File: config.mk
export PLATFORM = sky130hd
export DESIGN_NAME = pc_fetch_unit
export DESIGN_NICKNAME = d
export VERILOG_FILES = /design/src/rtl/pc_fetch_unit.sv
export SDC_FILE = /design/constraint.sdc
export NUM_CORES = 1
export LEC_CHECK = 0
export ABC_AREA = 1
export BUFFER_PORTS_ARGS = -buffer_cell sky130_fd_sc_hd__buf_2
export CAP_MARGIN = 40
export CORE_MARGIN = 10
export CORE_UTILIZATION = 37
export CTS_BUF_LIST = sky130_fd_sc_hd__clkbuf_16
export DETAILED_ROUTE_END_ITERATION = 7
export GPL_TIMING_DRIVEN = 0
export PLACE_DENSITY = 0.62
export SLEW_MARGIN = 10
export SYNTH_ARGS = -nofsm -noshare
export SYNTH_HDL_FRONTEND = slang
export SYNTH_SLANG_ARGS = --single-unit
File: constraint.sdc
create_clock -name clk -period 5.8 [get_ports clk]
set_input_delay 0.87 -clock clk [delete_from_list [all_inputs] [get_ports clk]]
set_output_delay 0.87 -clock clk [all_outputs]
set_load 0.03 [all_outputs]
File: src/rtl/pc_fetch_unit.sv
// Instruction fetch front end: owns the PC, issues in-order memory reads and
// buffers returned words with their PCs in a small FIFO for the decode stage.
module pc_fetch_unit #(
  parameter logic [31:0] RESET_PC = 32'h0000_0000,
  parameter int          DEPTH    = 2
) (
  input  logic        clk,
  input  logic        rst,
  input  logic        br_taken,
  input  logic [31:0] opr_res,
  output logic        imem_req_valid,
  input  logic        imem_req_ready,
  output logic [31:0] imem_addr,
  input  logic        imem_rsp_valid,
  input  logic [31:0] imem_rsp_data,
  output logic        inst_valid,
  input  logic        inst_ready,
  output logic [31:0] inst_out,
  output logic [31:0] inst_pc,
  output logic [31:0] pc_out,
  output logic [1:0]  fetch_state
);

  localparam int AW = $clog2(DEPTH);
  localparam int CW = AW + 1;
  localparam logic [CW:0] DEPTH_W = (CW + 1)'(DEPTH);

  typedef enum logic [1:0] {
    BOOT  = 2'd0,
    RUN   = 2'd1,
    FLUSH = 2'd2
  } state_t;

  state_t        state;
  logic [31:0]   pc;
  logic [31:0]   resp_pc;
  logic [CW-1:0] outstanding;
  logic [CW-1:0] drop_cnt;
  logic [CW-1:0] fifo_count;
  logic [AW-1:0] wr_ptr;
  logic [AW-1:0] rd_ptr;
  logic [31:0]   fifo_inst [DEPTH];
  logic [31:0]   fifo_pc   [DEPTH];

  logic [31:0]   target;
  logic [CW:0]   occupancy;
  logic          req_fire;
  logic          rsp_keep;
  logic          drop_dec;
  logic          pop;
  logic [CW-1:0] outst_after_rsp;
  logic [CW-1:0] drop_next;

  // Handshakes: a transfer happens on any rising edge where valid && ready;
  // the sender holds its payload stable until that edge.
  assign target    = opr_res & 32'hFFFF_FFFC;
  assign occupancy = {1'b0, fifo_count} + {1'b0, outstanding};

  assign imem_req_valid = (state != BOOT) && !br_taken && (occupancy < DEPTH_W);
  assign imem_addr      = pc;
  assign pc_out         = pc;
  assign req_fire       = imem_req_valid && imem_req_ready;

  assign inst_valid = (fifo_count != '0);
  assign inst_out   = inst_valid ? fifo_inst[rd_ptr] : '0;
  assign inst_pc    = inst_valid ? fifo_pc[rd_ptr] : '0;
  assign pop        = inst_valid && inst_ready;

  // Responses belonging to squashed requests are swallowed via drop_cnt.
  assign drop_dec        = imem_rsp_valid && (drop_cnt != '0);
  assign drop_next       = drop_cnt - CW'(drop_dec);
  assign rsp_keep        = imem_rsp_valid && !br_taken && (drop_cnt == '0);
  assign outst_after_rsp = outstanding - CW'(imem_rsp_valid);

  assign fetch_state = state;

  always_ff @(posedge clk) begin
    if (rst) begin
      state       <= BOOT;
      pc          <= RESET_PC;
      resp_pc     <= RESET_PC;
      outstanding <= '0;
      drop_cnt    <= '0;
      fifo_count  <= '0;
      wr_ptr      <= '0;
      rd_ptr      <= '0;
    end else begin
      outstanding <= outst_after_rsp + CW'(req_fire);
      if (br_taken) begin
        pc         <= target;
        resp_pc    <= target;
        fifo_count <= '0;
        wr_ptr     <= '0;
        rd_ptr     <= '0;
        drop_cnt   <= outst_after_rsp;
        state      <= (outst_after_rsp != '0) ? FLUSH : RUN;
      end else begin
        if (req_fire) begin
          pc <= pc + 32'd4;
        end
        if (rsp_keep) begin
          wr_ptr  <= wr_ptr + AW'(1);
          resp_pc <= resp_pc + 32'd4;
        end
        if (pop) begin
          rd_ptr <= rd_ptr + AW'(1);
        end
        fifo_count <= fifo_count + CW'(rsp_keep) - CW'(pop);
        drop_cnt   <= drop_next;
        case (state)
          BOOT:    state <= RUN;
          FLUSH:   state <= (drop_next == '0) ? RUN : FLUSH;
          default: state <= RUN;
        endcase
      end
    end
  end

  // Storage needs no reset: fifo_count gates visibility of every entry.
  always_ff @(posedge clk) begin
    if (rsp_keep) begin
      fifo_inst[wr_ptr] <= imem_rsp_data;
      fifo_pc[wr_ptr]   <= resp_pc;
    end
  end

endmodule

# Yosys cells after proc, flatten, opt, wreduce, memory -nomap -nowiden
# Memories as Yosys holds them, arrays and structs flattened. A register that Yosys moved wholly into a read port is not among the register bits.
# Index checks and enable logic that the tools add are counted.
[op_classes]
addsub = 10
n_lt_le_gt_ge = 1
eq_ne = 1
mux = 17
n_reduce_logical = 17
[op_table]
columns = ["operator", "count"]
rows = [
  ["two-way mux 32 bit", 6],
  ["adder 32 x 3 -> 32 bit, second input constant", 2],
  ["nonzero test 2 bit", 6],
  ["two-way mux 2 bit", 5],
  ["logical AND 1 bit", 7],
  ["two-way mux 1 bit", 6],
  ["subtractor 2 x 1 -> 2 bit", 3],
  ["adder 2 x 1 -> 2 bit", 2],
  ["zero test 2 bit", 2],
  ["adder 2 x 2 -> 3 bit", 1],
  ["less-than comparator 3 x 2 -> 1 bit, second input constant", 1],
  ["adder 1 bit, second input constant", 2],
  ["equality test 2 bit, second input constant", 1],
  ["OR reduction 2 bit", 1],
  ["zero test 1 bit", 1],
]
[totals]
register_bits = 74
ram_bits = 128
output_inout_bits = 132
elab_cells = 58
memories = 2
[memory_table]
columns = ["name", "words", "word_bits", "read_ports", "rd_clocked_by_memory_dff", "wr", "line_no", "source"]
rows = [
  ["fifo_inst", 2, 32, 1, 1, 1, "42", "logic [31:0] fifo_inst [DEPTH];"],
  ["fifo_pc", 2, 32, 1, 1, 1, "43", "logic [31:0] fifo_pc [DEPTH];"],
]

# Logic depth before layout (Yosys ltp)
# Gate-level depths: netlist (run 1).
[logic_depth]
depth_word = 7
mapped_depth = 13

# Least setup slack after synthesis (run 1)
# OpenSTA, ideal clock, no wires.
[synth_path]
kind = "input-to-reg"
startpoint = "in imem_rsp_valid"
endpoint = "mem fifo_inst[0][0], enable pin"
t_arrival_ps = 3826
required_time_ps = 5316
slack_ps = 1490
stages = 4
n_path_buf = 0
cell_sequence = "nand2_1 -> nor2_1 -> inv_1 -> nor2_1"
[synth_between]
elab_chain_cells = 4
[synth_rtl]
columns = ["item", "line_no", "source"]
rows = [
  ["start: declaration", "14", "input logic imem_rsp_valid,"],
  ["logical AND 1 bit (2 in a row)", "72", "assign rsp_keep = imem_rsp_valid && !br_taken && (drop_cnt == '0);"],
  ["two-way mux 1 bit", "121", "if (rsp_keep) begin"],
  ["two-way mux 1 bit (implied by the code)", "122", "fifo_inst[wr_ptr] <= imem_rsp_data;"],
  ["end: declaration", "42", ""],
]
# No other way between the ends.

==> out/qor.txt, run 1 <==
SETUP PATH
----------------------------------------------------------------------------------
Critical path class .................................................      reg2out
Critical path required time .........................................      4.93 ns
Maximum fanout along the worst path .................................           10
Arrival time at the worst endpoint ..................................      2.34 ns
Reg2reg end ......................................................... outstanding[0]
Kind of end point of the critical path ..............................  output port
Worst reg2reg path depth ............................................           12
Crit path launch type ...............................................    flip-flop
Worst reg-to-reg setup slack ........................................      3.60 ns
Source of the worst register-to-register timing path ................ fifo_count[0]

CLOCK TREE
----------------------------------------------------------------------------------
Post-CTS setup buffer count .........................................            0
CTS sink cnt ........................................................          195
CTS tree ............................................................         done
Root Buffer Master ..................................................    clkbuf_16
Clock insertion delay at the later pin of the skew report ...........      0.45 ns
CTS HTree Levels ....................................................            4
Reg clk slew, reported paths ........................................      0.08 ns
Number of resized instances in the post-cts repair step .............            0
Quantity of hold-fixing buffers added after cts .....................            0
Max Buffers Root-to-Sink ............................................            2
Number of CTS-inserted buffers ......................................           17

WORST HOLD PATH
----------------------------------------------------------------------------------
Destination of the worst hold path ..................................       rd_ptr
Worst hold path startpoint ..........................................       rd_ptr
Worst min-delay path class ..........................................      reg2reg
Cell depth of the worst min-delay path ..............................            1

TIMING
----------------------------------------------------------------------------------
RSZ-0062 raised after global routing ................................           no
Total negative slack ................................................         0 ns
Timing-limited maximum frequency ....................................    0.311 GHz
Final period util ...................................................        55.4%
Slew of the pin with the lowest slew margin .........................     0.854 ns
Final worst path period need ........................................      3.21 ns
Final hold violation count ..........................................            0
Worst Setup Slack, final ............................................      2.59 ns
Worst clock skew on the final layout ................................    0.0115 ns
Final-report setup violation count ..................................            0
Fin. max-slew vios ..................................................            0
Slew HR .............................................................        42.8%

ROUTING
----------------------------------------------------------------------------------
Count of antenna-violating nets left after detailed routing .........            0
Post-DR wirelength/cell .............................................      16.7 um
Number of vias per cell after detailed routing ......................         4.90
First-pass detailed-route iteration total ...........................            5
Total number of vias ................................................        8,399
Post-route DRC ......................................................            0
First DRT Iteration DRCs ............................................          733
Drt total wl ........................................................      28.6 mm

FINAL LAYOUT
----------------------------------------------------------------------------------
Area used by multi-input combinational logic ........................     3620 um2
Share of final-layout standard cells stronger than drive strength 1 .        22.6%
Area taken by flip-flops and latches ................................     5140 um2
Synth-to-layout area growth .........................................        22.5%
Filler cells ........................................................        2,509
Net count reported at finish ........................................        1,450

SYNTH
----------------------------------------------------------------------------------
Area share of the largest cell type after synthesis .................        38.9%
Sequential area share after synthesis ...............................        53.8%
Post-synthesis instance area ........................................     9560 um2
Async set-reset flop share out of synthesis .........................           0%
Distinct cell type count after synthesis ............................           37
Top cells by count, synth ........................................... nand2_1, a21oi_1, edfxtp_1
Top post-synthesis cells by area .................................... edfxtp_1, dfxtp_1, nand2_1
Post-synth top area cell ............................................     edfxtp_1
Synth Area per Inst .................................................     8.31 um2
Most common flop cell mapped by yosys ...............................     edfxtp_1
Most frequently used cell type in the post-synthesis netlist ........      nand2_1
Warning count from the yosys run ....................................            0
Synth Register Bits .................................................          195
Number of standard cells after synthesis ............................        1,150
Number of flops mapped to enable cells by yosys .....................          124

POWER
----------------------------------------------------------------------------------
Power Dens Cells ....................................................   285 nW/um2
Maximum vdd drop ....................................................     0.131 mV
Leakage component of the power ......................................      5.00 nW

PLACEMENT
----------------------------------------------------------------------------------
Place WS ............................................................      3.03 ns
Placer congestion estimate ..........................................        0.919
I/O Buffers .........................................................          192
DPL Wire Length .....................................................      21.6 mm

FLOW RUN
----------------------------------------------------------------------------------
Max Cap Viol ........................................................            0

FLOORPLANNING
----------------------------------------------------------------------------------
Height of the die ...................................................       181 um
Die Wd ..............................................................       181 um
I/O pin count .......................................................          202
Total number of placement rows ......................................           58
Area of the die .....................................................   32,700 um2
Initial core utilization ............................................        37.8%
Floorplan Core Area .................................................   25,300 um2

GLOBAL ROUTE
----------------------------------------------------------------------------------
Global-route wire length before repair ..............................      43.8 mm
GRT Total Usage .....................................................        16.8%
Number of global-route vias before repair ...........................        7,939
Overall overflow remaining after global route .......................            0
Pin count of the biggest net entering global routing ................           26
Antenna violations before repair ....................................            1

STATUS
----------------------------------------------------------------------------------
Status .............................................................. complete, no violations

==> state kept, by name (all words and copies together) (netlist names), named ones only <==
name and flops:
fifo_inst 64, wr_ptr 1, fifo_pc 60, drop_cnt 2, fifo_count 2, rd_ptr 1
outstanding 2, fetch_state 2, imem_addr 30, resp_pc 30
==> how the worst max path moves through the flow <==
stage	startpoint	to	slack [ns]	depth (start not counted)
final	flip-flop	inst_pc[8]	2.59	5
after global placement	imem_rsp_valid	fifo_inst[0][22]	-0.23	5
after global routing	flip-flop	inst_pc[8]	2.41	5
after detailed placement	flip-flop	inst_pc[8]	3.03	5
after floorplan	imem_rsp_valid	fifo_inst[0][0]	1.49	4
after CTS	flip-flop	inst_pc[8]	2.52	5
==> per-layer routing <==
metal	share of wire, %	vias to the layer above	global-route usage, %
met5	0	-	0
met4	1.0	0	3.81
met3	8.8	23	4.84
met2	44	334	25.8
met1	46	3873	22.9
li1	-	4169	-
==> power breakdown <==
part / internal (mW) / leakage (nW) / switching, mW
Sequential: 1.55 / 1.73 / 0.0639
Clock: 0.622 / 0.294 / 0.597
Combinational: 0.159 / 2.98 / 0.344
==> logic make-up after synthesis <==
logic type | count (synthesis) | share of synthesized area (%)
AOI/OAI and AO/OA | 193 | 10.3
xor gates and xnor gates | 17 | 1.56
adders and majority gates | 8 | 1.13
buffers and inverters | 179 | 8.71
DFF | 195 | 53.8
other | 1 | 0.0392
and+or+nand+nor | 557 | 24.4
==> placed cells by master (no fill, tap or decap), types with 6 or more instances in the layout <==
master	instances
o21ai_1	11
nand2_2	7
nor2_2	13
ha_1	7
edfxtp_1	124
a31oi_1	9
o21ai_0	40
conb_1	6
clkbuf_16	17
clkbuf_1	28
nor2_1	102
nand3_1	62
a21oi_1	129
nand2_1	344
buf_4	40
dfxtp_1	71
xor2_1	13
nor2_4	9
inv_1	100
buf_2	198
==> final cells by class <==
class / count / share of cell area [%]
Inverter: 104 / 3.33
Clock inverter: 14 / 1.56
Sequential cell: 195 / 43.9
Tap cell: 330 / 3.53
Buffer: 75 / 3.78
Multi-Input combinational cell: 781 / 30.9
Timing Repair Buffer: 198 / 9.32
Antenna cell: 1 / 0.0214
Clock buffer: 17 / 3.63
==> critical path, cell delays in order (launching register included) <==
cell and delay, ns:
dfxtp_1 0.31, clkbuf_1 0.46, clkbuf_1 0.51, nand2_1 0.11, a21oi_1 0.25, buf_2 0.25
==> per-stage QoR <==
step                      hold WS, ns  instances  power [mW]  instance area [um2]  util, %
after global placement          0.437       1677        2.13                11000     43.3
after CTS                       0.465       1714        3.35                11700     46.2
after global routing            0.482       1714        3.47                11700     46.2
final                           0.466       1715        3.34                11700     46.2
after detailed placement        0.448       1683        2.15                11100     43.8
after floorplan                 0.426       1155        1.96                 9580        -
(Power assumes the default switching activity.)
==> run 2: changes to the inputs <==
--- a/config.mk
+++ b/config.mk
@@ -13,7 +13,7 @@
 export CTS_BUF_LIST = sky130_fd_sc_hd__clkbuf_16
 export DETAILED_ROUTE_END_ITERATION = 7
 export GPL_TIMING_DRIVEN = 0
-export PLACE_DENSITY = 0.62
+export PLACE_DENSITY = 0.64
 export SLEW_MARGIN = 10
 export SYNTH_ARGS = -nofsm -noshare
 export SYNTH_HDL_FRONTEND = slang
==> constraint.sdc (replaced) <==
create_clock -name clk -period 2.6 [get_ports clk]
set_input_delay 0.39 -clock clk [delete_from_list [all_inputs] [get_ports clk]]
set_output_delay 0.39 -clock clk [all_outputs]
set_load 0.03 [all_outputs]
==> run 2 against run 1 <==
Against the previous run: sequential power rose by 120%; first-iteration DRC count fell by 2.0%; register-to-register slack worse by 3.2 ns; critical path depth decreased by 1; wire length fell by 0.44%; die area unchanged; worst hold slack worse by 0.33 ns; non-clock buffer count is 1 lower; global-route usage is 0.10 points higher; sequential cell count did not move; setup slack got worse by 2.3 ns; clock skew increased by 0.00095 ns; critical path type unchanged; largest cell class unchanged.
==> out/qor.txt, run 2 (same netlist as run 1, synthesis figures left out) <==
STATUS
----------------------------------------------------------------------------------
Status .............................................................. complete, no violations

PLACEMENT
----------------------------------------------------------------------------------
Placer congestion estimate ..........................................        0.926
Placed cells ........................................................        1,683
Place WS ............................................................     0.344 ns
Instance area after placement .......................................   11,100 um2
DPL Wire Length .....................................................      21.6 mm
I/O Buffers .........................................................          192

ROUTING
----------------------------------------------------------------------------------
Drt total wl ........................................................      28.4 mm
First-pass detailed-route iteration total ...........................            5
Number of vias per cell after detailed routing ......................         4.87
First DRT Iteration DRCs ............................................          718
Total number of vias ................................................        8,354
Post-DR wirelength/cell .............................................      16.6 um
Count of antenna-violating nets left after detailed routing .........            0
Post-route DRC ......................................................            0

TIMING
----------------------------------------------------------------------------------
Slew of the pin with the lowest slew margin .........................     0.820 ns
Final worst path period need ........................................      2.35 ns
Fin. max-slew vios ..................................................            0
Timing-limited maximum frequency ....................................    0.426 GHz
Final-report setup violation count ..................................            0
Worst Setup Slack, final ............................................     0.252 ns
Slew HR .............................................................        45.1%
Final hold violation count ..........................................            0
Final period util ...................................................        90.3%
Worst clock skew on the final layout ................................    0.0125 ns
RSZ-0062 raised after global routing ................................           no

FLOORPLANNING
----------------------------------------------------------------------------------
Area of the die .....................................................   32,700 um2
Initial core utilization ............................................        37.8%
Floorplan Core Area .................................................   25,300 um2
Total number of placement rows ......................................           58
Die Wd ..............................................................       181 um
I/O pin count .......................................................          202
Height of the die ...................................................       181 um

CLOCK TREE
----------------------------------------------------------------------------------
Number of resized instances in the post-cts repair step .............            5
Root Buffer Master ..................................................    clkbuf_16
Quantity of hold-fixing buffers added after cts .....................            0
CTS sink cnt ........................................................          195
Post-CTS setup buffer count .........................................            0
Clock insertion delay at the later pin of the skew report ...........      0.44 ns
CTS tree ............................................................         done
CTS HTree Levels ....................................................            4
Reg clk slew, reported paths ........................................      0.08 ns
Max Buffers Root-to-Sink ............................................            2
Number of CTS-inserted buffers ......................................           17

FINAL LAYOUT
----------------------------------------------------------------------------------
Ant diodes ..........................................................            0
Share of final-layout standard cells stronger than drive strength 1 .        23.3%
Filler-free cell count of the finished design .......................        1,714
Largest registers in the final layout ............................... fifo_inst (64), fifo_pc (60)
Utilization after layout ............................................        46.2%
Area of all placed cells without fillers ............................   11,700 um2
Flip-flop count of the largest register after layout ................           64
Synth-to-layout area growth .........................................        22.4%
Register containing the most flip-flops in the final layout .........    fifo_inst
Net count reported at finish ........................................        1,449
Most frequent cells in the layout ................................... nand2_1, buf_2, a21oi_1, edfxtp_1, nor2_1
Most common cell after layout, fill and taps aside ..................      nand2_1

POWER
----------------------------------------------------------------------------------
Switching fraction of total power ...................................        29.8%
Part of the total power dissipated in sequential elements ...........        48.7%
Power Dens Cells ....................................................   633 nW/um2
Internal power ......................................................      5.20 mW
Part of the power in combinational logic ............................        14.9%
Power consumption ...................................................      7.41 mW
Switching pwr .......................................................      2.21 mW
Maximum vdd drop ....................................................     0.420 mV
Leakage component of the power ......................................      5.03 nW
Clock power frac ....................................................        36.3%

FLOW RUN
----------------------------------------------------------------------------------
Max Cap Viol ........................................................            0

GLOBAL ROUTE
----------------------------------------------------------------------------------
Layer with the highest usage ........................................         met2
GRT Total Usage .....................................................        16.9%
Met2 routing resource usage after global routing ....................        26.9%
Met3 capacity usage during global routing ...........................        4.66%
Overall overflow remaining after global route .......................            0
Number of global-route vias before repair ...........................        8,049
Met1 usage ..........................................................        22.6%
Pin count of the biggest net entering global routing ................           29
Global-route wire length before repair ..............................      44.2 mm
Antenna violations before repair ....................................            0

SETUP PATH
----------------------------------------------------------------------------------
Kind of end point of the critical path ..............................  output port
Critical path class .................................................      reg2out
Maximum fanout along the worst path .................................           10
Max incr delay on CP ................................................      0.60 ns
Arrival time at the worst endpoint ..................................      1.96 ns
Slowest stage cell on the critical path .............................      dfxtp_1
Cell-by-cell listing of the critical path ........................... clkbuf_1, nand2_1, a21oi_1, buf_2
Cell family with the largest share of critical-path delay ........... buffers and inverters
Worst Path Buf+Inv ..................................................            2
Crit path launch type ...............................................    flip-flop
Critical path required time .........................................      2.21 ns

WORST HOLD PATH
----------------------------------------------------------------------------------
Worst min-delay path class ..........................................       in2reg

==> run 2: cell count changes in the layout (fill, tap and decap cells not counted), sizes merged <==
cell,delta
diode,-1
clkbuf,-1
clkinv,-1
clkinvlp,-1
inv,+3
==> run 2: layer usage <==
layer | vias up | part of all wire (%) | routed length [um]
met5 | - | 0 | 0
met4 | 0 | 0.81 | 229
met3 | 19 | 9.7 | 2750
met2 | 338 | 45 | 12800
met1 | 3815 | 44 | 12600
li1 | 4182 | - | -
==> run 2: stage by stage <==
stage               hold slack [ns]  setup TNS (ns)
floorplan                     0.426               0
detailed placement            0.453               0
global placement              0.437          -36.39
CTS                           0.123               0
global route                  0.116               0
finish                        0.136               0
==> run 2: area by class of cell <==
cell class	instances	area, um2
fillers	2503	13600
well taps	330	413
inverters	104	390
clock buffers	17	425
clock inverters	15	175
multi-input cells	781	3620
repair buffers	198	1080
plain buffers	74	450
flip-flops and latches	195	5140
==> run 2: power by group through the flow <==
stage / Clock [mW] / Combinational (mW) / Sequential [mW]
2_1_floorplan: 0 / 0.671 / 3.71
3_3_place_gp: 0 / 1.07 / 3.68
6_report: 2.69 / 1.11 / 3.61
3_5_place_dp: 0 / 1.11 / 3.68
4_1_cts: 2.73 / 1.11 / 3.61
5_1_grt: 2.86 / 1.22 / 3.64
==> run 2: path summary, 6_finish.rpt <==
check,start,end,slack (ns),cells past startpoint
min reg2reg,rd_ptr,rd_ptr,0.46,1
max reg2reg,drop_cnt[1],fifo_pc[0][27],0.42,7
min,imem_rsp_data[3],fifo_inst[1][3],0.14,1
max,flip-flop,inst_pc[11],0.25,4
